===== src/rtl/seg7_readback_decoder.sv =====
// Seven-segment readback decoder: samples the segment lines, debounces them over
// STABLE_CYCLES matching samples, and decodes the committed pattern back to a hex nibble.
module seg7_readback_decoder #(
    parameter int ACTIVE_LOW    = 1,
    parameter int STABLE_CYCLES = 4,
    parameter int CNT_W         = 8
) (
    input  logic             clk_i,
    input  logic             rst_n_i,
    input  logic             seg_A_i,
    input  logic             seg_B_i,
    input  logic             seg_C_i,
    input  logic             seg_D_i,
    input  logic             seg_E_i,
    input  logic             seg_F_i,
    input  logic             seg_G_i,
    output logic [3:0]       digit_o,
    output logic             valid_o,
    output logic             blank_o,
    output logic             invalid_o,
    output logic             update_o,
    output logic [CNT_W-1:0] change_cnt_o
);

    localparam int CW = $clog2(STABLE_CYCLES + 1);
    localparam logic [CW-1:0] CNT_LAST = CW'(STABLE_CYCLES - 1);
    localparam logic [CW-1:0] CNT_FULL = CW'(STABLE_CYCLES);
    localparam logic [CW-1:0] CNT_ONE  = CW'(1);

    localparam logic [1:0] IDLE   = 2'd0;
    localparam logic [1:0] SETTLE = 2'd1;
    localparam logic [1:0] HOLD   = 2'd2;

    // Returns {legal, digit} for a lit-segment pattern ordered {A..G}.
    function automatic logic [4:0] decode(input logic [6:0] pat);
        case (pat)
            7'h7E:   decode = {1'b1, 4'h0};
            7'h30:   decode = {1'b1, 4'h1};
            7'h6D:   decode = {1'b1, 4'h2};
            7'h79:   decode = {1'b1, 4'h3};
            7'h33:   decode = {1'b1, 4'h4};
            7'h5B:   decode = {1'b1, 4'h5};
            7'h5F:   decode = {1'b1, 4'h6};
            7'h70:   decode = {1'b1, 4'h7};
            7'h7F:   decode = {1'b1, 4'h8};
            7'h7B:   decode = {1'b1, 4'h9};
            7'h77:   decode = {1'b1, 4'hA};
            7'h1F:   decode = {1'b1, 4'hB};
            7'h4E:   decode = {1'b1, 4'hC};
            7'h3D:   decode = {1'b1, 4'hD};
            7'h4F:   decode = {1'b1, 4'hE};
            7'h47:   decode = {1'b1, 4'hF};
            default: decode = 5'h00;
        endcase
    endfunction

    logic [6:0]    raw;
    logic [6:0]    seg_q;
    logic [6:0]    cand_q;
    logic [6:0]    locked_q;
    logic [CW-1:0] cnt;
    logic [1:0]    state;
    logic          committed_q;
    logic          commit;
    logic [4:0]    dec;

    assign raw = {seg_A_i, seg_B_i, seg_C_i, seg_D_i, seg_E_i, seg_F_i, seg_G_i};

    always_comb begin
        commit = (state == SETTLE) && (seg_q == cand_q) && (cnt == CNT_LAST);
        dec    = decode(cand_q);
    end

    // Sample stage: normalise so that 1 means segment lit.
    always_ff @(posedge clk_i or negedge rst_n_i) begin
        if (!rst_n_i) begin
            seg_q <= 7'h00;
        end else begin
            seg_q <= (ACTIVE_LOW != 0) ? ~raw : raw;
        end
    end

    // Debounce stage.
    always_ff @(posedge clk_i or negedge rst_n_i) begin
        if (!rst_n_i) begin
            state  <= IDLE;
            cand_q <= 7'h00;
            cnt    <= '0;
        end else begin
            case (state)
                IDLE: begin
                    cand_q <= seg_q;
                    cnt    <= CNT_ONE;
                    state  <= SETTLE;
                end
                SETTLE: begin
                    if (seg_q != cand_q) begin
                        cand_q <= seg_q;
                        cnt    <= CNT_ONE;
                    end else if (cnt == CNT_LAST) begin
                        cnt   <= CNT_FULL;
                        state <= HOLD;
                    end else begin
                        cnt <= cnt + CNT_ONE;
                    end
                end
                HOLD: begin
                    if (seg_q != cand_q) begin
                        cand_q <= seg_q;
                        cnt    <= CNT_ONE;
                        state  <= SETTLE;
                    end
                end
                default: state <= IDLE;
            endcase
        end
    end

    // Commit stage: outputs move only when a pattern has been stable long enough.
    always_ff @(posedge clk_i or negedge rst_n_i) begin
        if (!rst_n_i) begin
            locked_q     <= 7'h00;
            committed_q  <= 1'b0;
            digit_o      <= 4'h0;
            valid_o      <= 1'b0;
            blank_o      <= 1'b1;
            invalid_o    <= 1'b0;
            update_o     <= 1'b0;
            change_cnt_o <= '0;
        end else begin
            update_o <= 1'b0;
            if (commit) begin
                locked_q    <= cand_q;
                committed_q <= 1'b1;
                if (!committed_q || (cand_q != locked_q)) begin
                    update_o     <= 1'b1;
                    change_cnt_o <= change_cnt_o + 1'b1;
                end
                if (cand_q == 7'h00) begin
                    valid_o   <= 1'b0;
                    blank_o   <= 1'b1;
                    invalid_o <= 1'b0;
                end else if (dec[4]) begin
                    digit_o   <= dec[3:0];
                    valid_o   <= 1'b1;
                    blank_o   <= 1'b0;
                    invalid_o <= 1'b0;
                end else begin
                    valid_o   <= 1'b0;
                    blank_o   <= 1'b0;
                    invalid_o <= 1'b1;
                end
            end
        end
    end

endmodule


===== config.mk =====
export PLATFORM = sky130hd
export DESIGN_NAME = seg7_readback_decoder
export DESIGN_NICKNAME = d
export VERILOG_FILES = /design/src/rtl/seg7_readback_decoder.sv
export SDC_FILE = /design/constraint.sdc
export NUM_CORES = 1
export LEC_CHECK = 0
export BUFFER_PORTS_ARGS = -buffer_cell sky130_fd_sc_hd__buf_4
export CAP_MARGIN = 10
export CORE_UTILIZATION = 55
export DETAILED_ROUTE_END_ITERATION = 10
export HOLD_SLACK_MARGIN = 0.06
export MAX_ROUTING_LAYER = met4
export PLACE_DENSITY = 0.75
export SYNTH_ARGS = -nofsm -noshare
export SYNTH_HDL_FRONTEND = slang
export SYNTH_SLANG_ARGS = --single-unit

===== constraint.sdc =====
create_clock -name clk_i -period 2.5 [get_ports clk_i]
set_input_delay 0.375 -clock clk_i [delete_from_list [all_inputs] [get_ports clk_i]]
set_output_delay 0.375 -clock clk_i [all_outputs]
set_load 0.02 [all_outputs]

==> flow_summary_export.csv <==
group,metric,value,unit
run_status,status,"finished clean",
critical_path,critical-path-max-stage-delay,700,ps
place,dp_cells,297,
layout,insertedDiodeCount,0,
sta,hold_viol,0,
global_routing,grt_pass1_wl,7.37,mm
routing,routedWlPerCell,14.4,um
cts,cts_buffers,5,
floorplanning,rows,23,
critical_path,start_kind,"register",
logic_synthesis,yosysWarnings,0,
hold_path,worst_hold_path_type,"primary input to async pin",
routing,route.detailed.drc,0,
sta,period_share,90.0,%
sta,rsz0062_at_grt,"no",
sta,drv_slew,0,
power,p_leak,1.29,nW
layout,nNetsFinal,270,
logic_synthesis,avgSynthCellArea,10.4,sq um
sta,skew,7.67,ps
layout,syn_to_final_growth,13.1,%
critical_path,critPathTopFamily,"compound AO/OA/AOI/OAI gates",
cts,cts_setup_buffers,0,
critical_path,required,2680,ps
sta,relSlewSlack,58.1,%
power,combPwrFrac,34.0,%
cts,cts_tree,"yes",
cts,cts-hold-fix-buffers,0,
logic_synthesis,synthDistinctLibCells,49,
floorplanning,die-width,68.3,um
sta,setup_ws,251,ps
logic_synthesis,synth-seq-cells,43,
logic_synthesis,synth_fp_nets,248,
logic_synthesis,syn_area,2420,sq um
sta,tns,0,ps
global_routing,grt_max_degree,44,
routing,antenna_left,0,
power,p_int,0.00139,W
routing,viasPerCell,5.62,
layout,layout.cells.non_filler,304,
cts,cts_max_level,2,
floorplanning,die_y,68.3,um
logic_synthesis,synthCells,232,
place,dp_hpwl,3.04,mm
place,dp_slack,259,ps
logic_synthesis,async_flop_share,100,%
place,port_buffers,24,
job,maxCapViolCount,0,
logic_synthesis,ys.flop_type,"dfrtp_1",
cts,cts_root_buf,"clkbuf_8",
sta,clock.fmax,445,MHz
power,p_switching,0.000764,W
floorplanning,die_area,4670,sq um
power,switching_share,35.5,%
cts,path_clk_slew,80,ps
sta,worst_pin_slew,626,ps
global_routing,track_usage,22.4,%
critical_path,crit_buf_inv,0,
floorplanning,coreArea,4120,sq um
routing,postRouteWirelength,4.37,mm
global_routing,grt_pass1_vias,1592,
floorplanning,start_util,58.8,%
logic_synthesis,synth_edf_count,0,
cts,clockBufferDepth,2,
critical_path,crit_chain,"nand3b_1 > a2bb2o_1 > nor4_2 > a311oi_4 > mux2_2",
critical_path,slowest_stage,"dfrtp_1",
power,clock_power_share,24.1,%
floorplanning,ios,25,
power,peakVddDrop,0.000555,V
routing,dr.pass1.iters,4,
critical_path,cp-end-kind,"register",
power,total_power,0.00216,W
power,pwr_density_cell,787,nW/um^2
cts,clock_latency,290,ps
power,seqPwrFrac,41.9,%
place,routabilityCongestion,0.866,
global_routing,antenna_found_initial,0,
critical_path,crit_type,"register to register",
critical_path,crit_fanout,18,
cts,cts_resized,0,
critical_path,arrival,2430,ps
global_routing,grt_overflow,0,
layout,layout-drive-gt1-share,25.2,%
routing,drt_iter0_drc,129,
cts,cts_sinks,43,
logic_synthesis,synth_seq_area_share,44.5,%
sta,post-route-min-period,2250,ps
routing,vias,1707,
sta,setup_viol,0,
## synthesized netlist by cell type (3+ instances only)
master     instances  area, sq um
nor4b_1            3         26.3
nor3_1             8         40.0
dfrtp_1           42         1050
nand3b_1           3         22.5
nand4bb_1          3         33.8
nand2b_1           5         31.3
o21ai_0            7         35.0
nand2_1           14         52.6
clkbuf_1           3         11.3
a21oi_1            6         30.0
inv_1             13         48.8
nor2_1            12         45.0
and2_1             3         18.8
nor2b_1            3         18.8
mux2_2            18          203
nand4_1            6         37.5
xnor2_1            8         70.1
buf_2             11         55.1
nand3_1           10         50.1
ha_1               7         87.6
xor2_1            14          123
## kinds of logic after synthesis
logic type | synth area share [%]
adders and majority gates | 3.62
DFF | 44.5
xor gates and xnor gates | 7.96
muxes | 9.20
AOI/OAI and AO/OA | 9.35
buffers and inverters | 5.37
and+or+nand+nor | 20.0
## power by group through the flow
stage / clock, W / combinational, W / sequential (W)
after global routing: 0.000564 / 0.000814 / 0.000924
after floorplan: 0 / 0.000699 / 0.000799
after detailed placement: 0 / 0.000724 / 0.000916
after global placement: 0 / 0.000716 / 0.000915
after CTS: 0.000532 / 0.000731 / 0.000902
final: 0.000520 / 0.000732 / 0.000903
## cell usage in the layout, fill, tap and decap left out, drive strengths merged, types with 5 or more instances in the layout
| cell | synthesis | routed |
|---|---|---|
| a21oi | 7 | 7 |
| buf | 13 | 31 |
| clkbuf | 3 | 6 |
| dfrtp | 42 | 42 |
| ha | 7 | 7 |
| inv | 13 | 13 |
| mux2 | 18 | 18 |
| nand2 | 14 | 14 |
| nand2b | 5 | 5 |
| nand3 | 11 | 11 |
| nand4 | 6 | 6 |
| nor2 | 12 | 12 |
| nor3 | 8 | 8 |
| o21ai | 7 | 7 |
| xnor2 | 8 | 8 |
| xor2 | 14 | 14 |
## final timing paths
| path | from | endpoint | slack (ps) | cells past startpoint |
|---|---|---|---|---|
| setup / recovery | cand_q[2] | digit_o[0] | 250 | 5 |
| hold / removal | rst_n_i | digit_o[3] | 60 | 1 |
| min in group clk_i | seg_C_i | seg_q[4] | 210 | 2 |
| max in group asynchronous | rst_n_i | digit_o[0] | 2070 | 1 |
| hold reg to reg | committed_q | committed_q | 480 | 1 |
| setup reg to reg | cand_q[2] | digit_o[0] | 250 | 5 |
## per-layer routing
metal	vias up	track usage, %	share of wire (%)
li1	851	-	-
met4	0	8.59	1.4
met1	819	29.8	50
met2	30	32.7	46
met3	7	5.33	3.1
met5	-	-	0
## state kept, by name (all words and copies together), names as in the netlist
register      count
change_cnt_o      8
committed_q       1
blank_o           1
valid_o           1
state             2
update_o          1
invalid_o         1
cand_q            7
digit_o           4
locked_q          7
cnt               3
seg_q             7
## through the flow
stage | hold slack (ps) | cell area (sq um) | utilization [%]
after floorplan | 79.4 | 2420 | -
final | 57.1 | 2740 | 66.5
after global placement | 396 | 2640 | 64.0
after CTS | 79.3 | 2740 | 66.5
after detailed placement | 400 | 2640 | 64.0
after global routing | 104 | 2740 | 66.5
## worst reg2reg max path: stages, from the launching register on
cell and delay [ps]:
dfrtp_1 700, nand3b_1 210, a2bb2o_1 340, nor4_2 80, a311oi_4 410, mux2_2 380
## cell type report
| class | count | area (sq um) |
|---|---|---|
| fillers | 347 | 1380 |
| multi-input cells | 160 | 1210 |
| flip-flops and latches | 43 | 1080 |
| repair buffers | 31 | 233 |
| clock buffers | 6 | 72.6 |
| well taps | 50 | 62.6 |
| inverters | 13 | 48.8 |
| clock inverters | 1 | 30.0 |
Note: power is estimated with default switching activity, not from simulation.
